File: src/rtl/auction_pkg.sv
// ============================================================================
// auction_pkg : shared FSM state type and tie-break rule for the auction block
// Revision    : 1.0
// ============================================================================
`default_nettype none

package auction_pkg;

    typedef enum logic [1:0] {
        IDLE = 2'd0,
        SCAN = 2'd1,
        DONE = 2'd2
    } state_t;

    // Equal bids keep the earlier (lower) id when set.
    localparam bit LOWEST_ID_WINS = 1'b1;

endpackage

`default_nettype wire

File: src/rtl/auction_bid_table.sv
// ============================================================================
// auction_bid_table : 2**N x W bid storage with valid bits, one write port,
//                     one indexed combinational read port and a clear-all
// Revision          : 1.0
// ============================================================================
`default_nettype none

module auction_bid_table #(
    parameter int N = 2,
    parameter int W = 2
) (
    input  logic         clk,
    input  logic         rst_n,
    input  logic         wr_en,
    input  logic [N-1:0] wr_idx,
    input  logic [W-1:0] wr_data,
    input  logic [N-1:0] rd_idx,
    output logic [W-1:0] rd_data,
    output logic         rd_valid,
    input  logic         clr_all
);

    localparam int DEPTH = 2**N;

    logic [W-1:0] r_value [DEPTH];
    logic         r_valid [DEPTH];

    generate
        for (genvar g = 0; g < DEPTH; g++) begin : g_entry
            always_ff @(posedge clk or negedge rst_n) begin
                if (!rst_n) begin
                    r_value[g] <= '0;
                    r_valid[g] <= 1'b0;
                end else if (clr_all) begin
                    r_valid[g] <= 1'b0;
                end else if (wr_en && (wr_idx == N'(g))) begin
                    r_value[g] <= wr_data;
                    r_valid[g] <= 1'b1;
                end
            end
        end
    endgenerate

    assign rd_data  = r_value[rd_idx];
    assign rd_valid = r_valid[rd_idx];

endmodule

`default_nettype wire

File: src/rtl/auction_ctrl.sv
// ============================================================================
// auction_ctrl : collects bids per bidder id and resolves the highest bid by
//                a sequential one-comparator scan of the bid table
// Revision     : 1.0
// ============================================================================
`default_nettype none

module auction_ctrl
    import auction_pkg::*;
#(
    parameter int N = 2,
    parameter int W = 2
) (
    input  logic         clk,
    input  logic         rst_n,
    input  logic         bid_valid,
    output logic         bid_ready,
    input  logic [N-1:0] bid_id,
    input  logic [W-1:0] bid_value,
    input  logic         start,
    output logic         busy,
    output logic         done,
    output logic [N-1:0] winner,
    output logic [W-1:0] winning_bid,
    output logic         any_bid
);

    // The scan counter runs one past the last entry; that extra cycle hands
    // the completed running maximum over to the result registers.
    localparam logic [N:0] c_scan_end = (N+1)'(2**N);

    state_t       r_state;
    state_t       w_next_state;
    logic [N:0]   r_idx;
    logic [W-1:0] r_max_value;
    logic [N-1:0] r_max_id;
    logic         r_max_found;
    logic [N-1:0] r_winner;
    logic [W-1:0] r_winning_bid;
    logic         r_any_bid;

    logic [W-1:0] w_rd_data;
    logic         w_rd_valid;
    logic         w_bid_accept;
    logic         w_scan_end;
    logic         w_entry_live;
    logic         w_take;

    auction_bid_table #(
        .N (N),
        .W (W)
    ) u_table (
        .clk      (clk),
        .rst_n    (rst_n),
        .wr_en    (w_bid_accept),
        .wr_idx   (bid_id),
        .wr_data  (bid_value),
        .rd_idx   (r_idx[N-1:0]),
        .rd_data  (w_rd_data),
        .rd_valid (w_rd_valid),
        .clr_all  (r_state == DONE)
    );

    assign bid_ready    = (r_state == IDLE);
    assign busy         = (r_state == SCAN);
    assign done         = (r_state == DONE);
    assign w_bid_accept = bid_valid && bid_ready;
    assign w_scan_end   = (r_state == SCAN) && (r_idx == c_scan_end);
    assign w_entry_live = (r_state == SCAN) && !r_idx[N] && w_rd_valid;
    assign w_take       = w_entry_live &&
                          (!r_max_found || (w_rd_data > r_max_value) ||
                           (!LOWEST_ID_WINS && (w_rd_data == r_max_value)));

    assign winner      = r_winner;
    assign winning_bid = r_winning_bid;
    assign any_bid     = r_any_bid;

    always_ff @(posedge clk or negedge rst_n) begin
        if (!rst_n) begin
            r_state <= IDLE;
        end else begin
            r_state <= w_next_state;
        end
    end

    always_comb begin
        w_next_state = r_state;
        case (r_state)
            IDLE:    if (start) w_next_state = SCAN;
            SCAN:    if (w_scan_end) w_next_state = DONE;
            DONE:    w_next_state = IDLE;
            default: w_next_state = IDLE;
        endcase
    end

    always_ff @(posedge clk or negedge rst_n) begin
        if (!rst_n) begin
            r_idx         <= '0;
            r_max_value   <= '0;
            r_max_id      <= '0;
            r_max_found   <= 1'b0;
            r_winner      <= '0;
            r_winning_bid <= '0;
            r_any_bid     <= 1'b0;
        end else begin
            if ((r_state == IDLE) && start) begin
                r_idx       <= '0;
                r_max_value <= '0;
                r_max_id    <= '0;
                r_max_found <= 1'b0;
            end else if (r_state == SCAN) begin
                if (!r_idx[N]) begin
                    r_idx <= r_idx + 1'b1;
                end
                if (w_take) begin
                    r_max_value <= w_rd_data;
                    r_max_id    <= r_idx[N-1:0];
                    r_max_found <= 1'b1;
                end
            end
            if (w_scan_end) begin
                r_winner      <= r_max_id;
                r_winning_bid <= r_max_value;
                r_any_bid     <= r_max_found;
            end
        end
    end

endmodule

`default_nettype wire

File: config.mk
export PLATFORM = sky130hd
export DESIGN_NAME = auction_ctrl
export DESIGN_NICKNAME = d
export VERILOG_FILES = /design/src/rtl/auction_pkg.sv /design/src/rtl/auction_bid_table.sv /design/src/rtl/auction_ctrl.sv
export SDC_FILE = /design/constraint.sdc
export NUM_CORES = 1
export LEC_CHECK = 0
export ABC_AREA = 1
export CORE_MARGIN = 4
export CORE_UTILIZATION = 57
export DETAILED_ROUTE_END_ITERATION = 8
export PLACE_DENSITY = 0.83
export SYNTH_ARGS = -nofsm -noshare
export SYNTH_HDL_FRONTEND = slang
export SYNTH_SLANG_ARGS = --single-unit
File: constraint.sdc
create_clock -name clk -period 3.2 [get_ports clk]
set_input_delay 0.48 -clock clk [delete_from_list [all_inputs] [get_ports clk]]
set_output_delay 0.48 -clock clk [all_outputs]
set_load 0.05 [all_outputs]
==> results of run 1 <==
==> flip-flops by register name, summed over array words and instances (netlist names) <==
signal / count
winning_bid: 2
any_bid: 1
u_table.r_value: 8
r_max_id: 2
winner: 2
r_max_value: 2
r_max_found: 1
u_table.r_valid: 4
r_idx: 3
r_state: 2
==> power by group through the flow <==
stage | Clock, W | Sequential, W | Combinational [W]
4_1_cts | 0.000144 | 0.000345 | 0.0000233
6_report | 0.000140 | 0.000345 | 0.0000227
5_1_grt | 0.000158 | 0.000346 | 0.0000263
3_5_place_dp | 0 | 0.000352 | 0.0000232
3_3_place_gp | 0 | 0.000352 | 0.0000223
2_1_floorplan | 0 | 0.000351 | 0.00000568
==> critical path: stages, from the launching register on <==
cell             delay, ps
dfrtp_1                440
inv_1                  130
nand2_2                 90
inv_2                   90
clkdlybuf4s50_1        800
==> path summary, 6_finish.rpt <==
kind | end | cells after the start | start | slack [ps]
worst max-delay path | busy | 4 | r_state[1] | 850
worst min-delay path | winner[0] | 2 | winner[0] | 480
worst max register to register | r_max_value[1] | 11 | r_idx[0] | 1240
worst min register to register | winner[0] | 2 | winner[0] | 480
max in group asynchronous | u_table.r_value[5] | 2 | rst_n | 2430
min in group asynchronous | r_state[1] | 2 | rst_n | 520
==> cells by family after synthesis <==
kind of cell,after synthesis,synth area share
fa+ha+maj,4,0.04000
flops,27,0.5400
buf+inv,20,0.06100
simple gates,72,0.2510
compound gates,26,0.1080
==> per-layer routing <==
metal	up-vias	share of wire	track usage
li1	514	-	-
met1	460	0.43	0.2365
met2	40	0.49	0.3248
met3	6	0.063	0.03270
met4	0	0.016	0.07054
met5	-	0	0
==> area by class of cell <==
| cell class | count | area [um2] | share of cell area |
|---|---|---|---|
| Tap cell | 27 | 33.78 | 0.02308 |
| Multi-Input combinational cell | 102 | 499.2 | 0.3410 |
| Clock buffer | 4 | 26.28 | 0.01795 |
| Inverter | 19 | 71.32 | 0.04872 |
| Timing Repair Buffer | 16 | 157.7 | 0.1077 |
| Sequential cell | 27 | 675.6 | 0.4615 |
==> layout by cell type, fill, tap and decap left out <==
cell	instances
a211oi_1	1
nor3b_2	1
buf_4	1
o21ai_0	22
nor2b_2	1
nor2_1	12
nand2_1	41
ha_1	4
inv_2	2
nor2_2	1
nand2_2	2
a21oi_1	2
inv_1	17
clkdlybuf4s50_1	15
clkbuf_4	3
dfrtp_1	27
nand3_2	1
o211ai_1	1
clkbuf_1	1
nand3_1	13
==> metrics by stage <==
step	hold WS, ps	power (W)	instances
detailed placement	457.3	0.0003748	191
global placement	459.9	0.0003740	191
floorplan	184.4	0.0003569	149
CTS	489.8	0.0005128	195
global route	514.2	0.0005303	195
finish	483.6	0.0005082	195
==> cells in the mapped netlist <==
| cell | number | area share |
|---|---|---|
| nand2_2 | 2 | 0.010 |
| ha_1 | 4 | 0.040 |
| nor3b_2 | 1 | 0.010 |
| buf_2 | 1 | 0.0040 |
| nand3_2 | 1 | 0.0080 |
| a211oi_1 | 1 | 0.0060 |
| inv_1 | 17 | 0.051 |
| o21ai_0 | 22 | 0.088 |
| nor2_2 | 1 | 0.0050 |
| o211ai_1 | 1 | 0.0060 |
| a21oi_1 | 2 | 0.0080 |
| inv_2 | 2 | 0.0060 |
| dfrtp_1 | 27 | 0.54 |
| nor2_1 | 12 | 0.036 |
| nand3_1 | 13 | 0.052 |
| nor2b_2 | 1 | 0.0070 |
| nand2_1 | 41 | 0.12 |
==> impl_metrics.csv, run 1 <==
group,metric,value,unit
run_status,outcome,"finished clean",
final_layout,fin_area,1464,um2
cts,cts.sinks,27,
power,swShare,0.2066,
global_routing,grt_use_total,0.1898,
timing,rsz0062_at_grt,"false",
floorplan,start_util,0.6188,
timing,setup_viol,0,
hold_path,hp-class,"register to register",
timing,period_share,0.7347,
worst_setup_path,cp_max_fo,4,
global_routing,grt_first_pass_wirelength,4.077,mm
final_layout,nets,181,
timing,slew_viol_final,0,
detailed_routing,viasPerCell,5.231,
worst_setup_path,required,2720,ps
detailed_routing,drtIter0Drc,27,
worst_setup_path,startpoint_type,"register",
detailed_routing,dr.pass1.iters,4,
global_routing,grt_pass1_vias,951,
detailed_routing,drc,0,
worst_setup_path,worstSetupPathType,"register to output port",
timing,postLayoutSetupSlackWorst,848.9,ps
synth,synth_nets,161,
power,power_density,347.2,nW/um2
timing,fin_tns_setup,0,ps
timing,hold_violations,0,
floorplan,die_width,54.85,um
synth,synth.distinct_cells,17,
detailed_routing,wl_per_cell,11.98,um
cts,cts_setup_buffers,0,
worst_setup_path,cp_data_arrival_time,1870,ps
final_layout,syn_to_final_growth,17.00,%
placed_design,pre_cts_ws,1226,ps
floorplan,chipHeight,54.85,um
synth,synth.avg_cell_area,8.397,um2
timing,min_period,2351,ps
synth,yosysWarnings,0,
global_routing,grt_overflow,0,
timing,tightest_slew,498.0,ps
floorplan,rows,16,
synth,ys_seq_area_frac,0.5400,
placed_design,dp_hpwl,1.835,mm
power,intPower,0.0004032,W
cts,clk_latency,310,ps
final_layout,n_antenna_cell,0,
cts,clk_path_buf_depth,2,
power,power_frac_comb,0.045,
timing,maxSlewHeadroom,0.6670,
timing,clock_skew,3.850,ps
global_routing,grt_max_degree,28,
synth,netlist_area,1251,um2
cts,cts_hold_buffers,0,
power,power_frac_clock,0.276,
synth,syn_inst,149,
power,p_sw,0.0001050,W
final_layout,fill_cells,156,
flow_run,max_cap_violations,0,
floorplan,die_area,3009,um2
placed_design,io_buffers,15,
timing,fmax,0.4253,GHz
floorplan,num_io_pins,16,
detailed_routing,ant_nets,0,
power,seqPwrFrac,0.679,
detailed_routing,drt_wl_total,2.336,mm
cts,clkTransAtPathRegs,130,ps
floorplan,core,2022,um2
power,ir_worst_vdd,0.2566,mV
cts,cts_tree,"done",
final_layout,final_util,0.7240,
cts,cts_resized,0,
placed_design,globalplace.congestion,0.8343,
worst_setup_path,worstSetupEndpointType,"output port",
global_routing,antenna_found_initial,0,
detailed_routing,via_count,1020,
synth,ys_seq_elements,27,
power,p_leak,0.7171,nW
cts,cts_made_buffers,3,
cts,cts_max_level,1,
final_layout,drive_above_1_share,0.07143,
placed_design,place_area,1438,um2
cts,root_buffer,"clkbuf_4",
Power figures use the tool's default switching activity.
==> inputs of run 2 (changes only) <==
--- a/config.mk
+++ b/config.mk
@@ -7,9 +7,9 @@
 export LEC_CHECK = 0
 export ABC_AREA = 1
 export CORE_MARGIN = 4
-export CORE_UTILIZATION = 57
+export CORE_UTILIZATION = 53
 export DETAILED_ROUTE_END_ITERATION = 8
-export PLACE_DENSITY = 0.83
+export PLACE_DENSITY = 0.78
 export SYNTH_ARGS = -nofsm -noshare
 export SYNTH_HDL_FRONTEND = slang
 export SYNTH_SLANG_ARGS = --single-unit
==> constraint.sdc (replaced) <==
create_clock -name clk -period 2.3 [get_ports clk]
set_input_delay 0.345 -clock clk [delete_from_list [all_inputs] [get_ports clk]]
set_output_delay 0.345 -clock clk [all_outputs]
set_load 0.05 [all_outputs]
==> run 2 against run 1 <==
Design area is 0.34% higher; power is 40% higher; register-to-register slack worse by 940 ps; combinational power is 39% higher; final cell count is 0.51% higher; routed wire length is 4.5% higher; via count is 0.49% higher.
==> impl_metrics.csv, run 2 (synthesis gave the netlist of run 1 again) <==
group,metric,value,unit
placed_design,io_buffers,15,
power,power_frac_clock,0.281,
worst_setup_path,startpoint_type,"register",
flow_run,max_cap_violations,0,
cts,cts.sinks,27,
detailed_routing,wl_per_cell,12.46,um
detailed_routing,viasPerCell,5.230,
power,ir_worst_vdd,0.3653,mV
detailed_routing,drtIter0Drc,29,
timing,rsz0062_at_grt,"false",
detailed_routing,via_count,1025,
worst_setup_path,worstSetupEndpointType,"output port",
final_layout,largest_reg_flops,8,
run_status,outcome,"finished clean",
worst_setup_path,required,1960,ps
floorplan,die_area,3202,um2
detailed_routing,drc,0,
global_routing,grt_max_degree,28,
timing,slew_viol_final,0,
detailed_routing,dr.pass1.iters,4,
floorplan,chipHeight,56.59,um
worst_setup_path,worstSetupPathType,"register to output port",
floorplan,start_util,0.5602,
global_routing,grt_use_total,0.1726,
detailed_routing,ant_nets,0,
worst_setup_path,max_stage_delay,800,ps
worst_setup_path,cp_max_fo,4,
final_layout,fin_cells,196,
cts,root_buffer,"clkbuf_4",
cts,cts_tree,"done",
placed_design,globalplace.congestion,0.8587,
final_layout,reg_top3,"u_table.r_value: 8 flops, u_table.r_valid: 4 flops, r_idx: 3 flops",
power,power_frac_comb,0.044,
power,p_sw,0.0001537,W
final_layout,n_antenna_cell,0,
power,p_leak,0.7386,nW
timing,hold_violations,0,
final_layout,syn_to_final_growth,17.40,%
floorplan,core,2233,um2
final_layout,final_common_cell,"nand2_1",
final_layout,drive_above_1_share,0.07738,
final_layout,nets,181,
placed_design,dp.cells,192,
timing,fin_tns_setup,0,ps
floorplan,die_width,56.59,um
worst_setup_path,r2r_slack,300,ps
power,seqPwrFrac,0.675,
power,finalPower,0.0007122,W
worst_setup_path,crit_path_cell_trace,"inv_1 > nand2_2 > inv_2 > clkdlybuf4s50_1",
power,power_density,484.8,nW/um2
timing,min_period,2206,ps
cts,clk_latency,320,ps
timing,fmax,0.4533,GHz
placed_design,dp_hpwl,1.894,mm
cts,clk_path_buf_depth,2,
timing,maxSlewHeadroom,0.6644,
worst_setup_path,crit_family,"buffers and inverters",
hold_path,hp-class,"input port to asynchronous set/reset pin",
power,swShare,0.2158,
worst_setup_path,cp_data_arrival_time,1860,ps
floorplan,num_io_pins,16,
timing,setup_viol,0,
floorplan,rows,17,
final_layout,largest_register,"u_table.r_value",
timing,period_share,0.9591,
timing,postLayoutSetupSlackWorst,93.99,ps
cts,cts_max_level,1,
timing,clock_skew,2.856,ps
worst_setup_path,path_buf_inv,3,
cts,clkTransAtPathRegs,140,ps
global_routing,grt_first_pass_wirelength,4.312,mm
timing,tightest_slew,502.6,ps
final_layout,fill_cells,186,
power,intPower,0.0005585,W
global_routing,grt_overflow,0,
global_routing,antenna_found_initial,0,
detailed_routing,drt_wl_total,2.442,mm
global_routing,grt_pass1_vias,962,
cts,cts_made_buffers,3,
worst_setup_path,slowest_stage,"clkdlybuf4s50_1",
placed_design,pre_cts_ws,321.0,ps
final_layout,final_cell_mix,"41 x nand2_1, 27 x dfrtp_1, 22 x o21ai_0",
cts,cts_setup_buffers,0,
[run 2: cell types whose count changed in the layout (fill, tap and decap cells not counted), sizes merged]
| cell | change |
|---|---|
| clkbuf | -1 |
| dlymetal6s2s | +1 |
| clkdlybuf4s50 | -1 |
| clkinv | +1 |
[run 2: repair_timing]
| action | 4_1_cts | 5_1_grt |
|---|---|---|
| hold buffers | 0 | 0 |
| setup endpoints to repair | 0 | 1 |
| gates resized for setup | 0 | 1 |
[run 2: path summary, 6_finish.rpt]
| kind | cells past startpoint | to | startpoint |
|---|---|---|---|
| max in group asynchronous | 2 | r_max_found | rst_n |
| hold reg to reg | 2 | winner[0] | winner[0] |
| hold / removal | 2 | r_state[0] | rst_n |
| setup reg to reg | 11 | r_max_value[0] | r_idx[0] |
| min in group clk | 2 | winner[0] | winner[0] |
| setup / recovery | 4 | busy | r_state[1] |
[run 2: cell type report]
cell class	count	area (um2)	area share
Sequential cell	27	675.6	0.4600
Inverter	19	71.32	0.04855
Clock inverter	1	5.005	0.003407
Tap cell	28	35.03	0.02385
Clock buffer	3	22.52	0.01533
Multi-Input combinational cell	102	499.2	0.3399
Timing Repair Buffer	16	160.2	0.1090
[run 2: metal layers]
metal / vias up / GRT usage / routed length [um] / part of all wire
met1: 474 / 0.2293 / 1044 / 0.43
met3: 5 / 0.02299 / 141 / 0.058
met5: - / 0 / 0 / 0
met4: 0 / 0.05424 / 38 / 0.016
li1: 517 / - / - / -
met2: 29 / 0.2904 / 1218 / 0.50
[run 2: through the flow]
step	cell area [um2]	utilization	hold WS, ps
final	1469	0.6577	367.7
after global placement	1439	0.6443	454.1
after CTS	1466	0.6566	375.6
after global routing	1469	0.6577	392.5
after detailed placement	1439	0.6443	470.0
after floorplan	1251	-	49.41
[run 2: power by group through the flow]
| stage | Combinational, W | Clock [W] | Sequential, W |
|---|---|---|---|
| floorplan | 0.00000791 | 0 | 0.000489 |
| global placement | 0.0000315 | 0 | 0.000489 |
| detailed placement | 0.0000326 | 0 | 0.000489 |
| CTS | 0.0000327 | 0.000206 | 0.000480 |
| global route | 0.0000365 | 0.000230 | 0.000481 |
| finish | 0.0000316 | 0.000200 | 0.000480 |
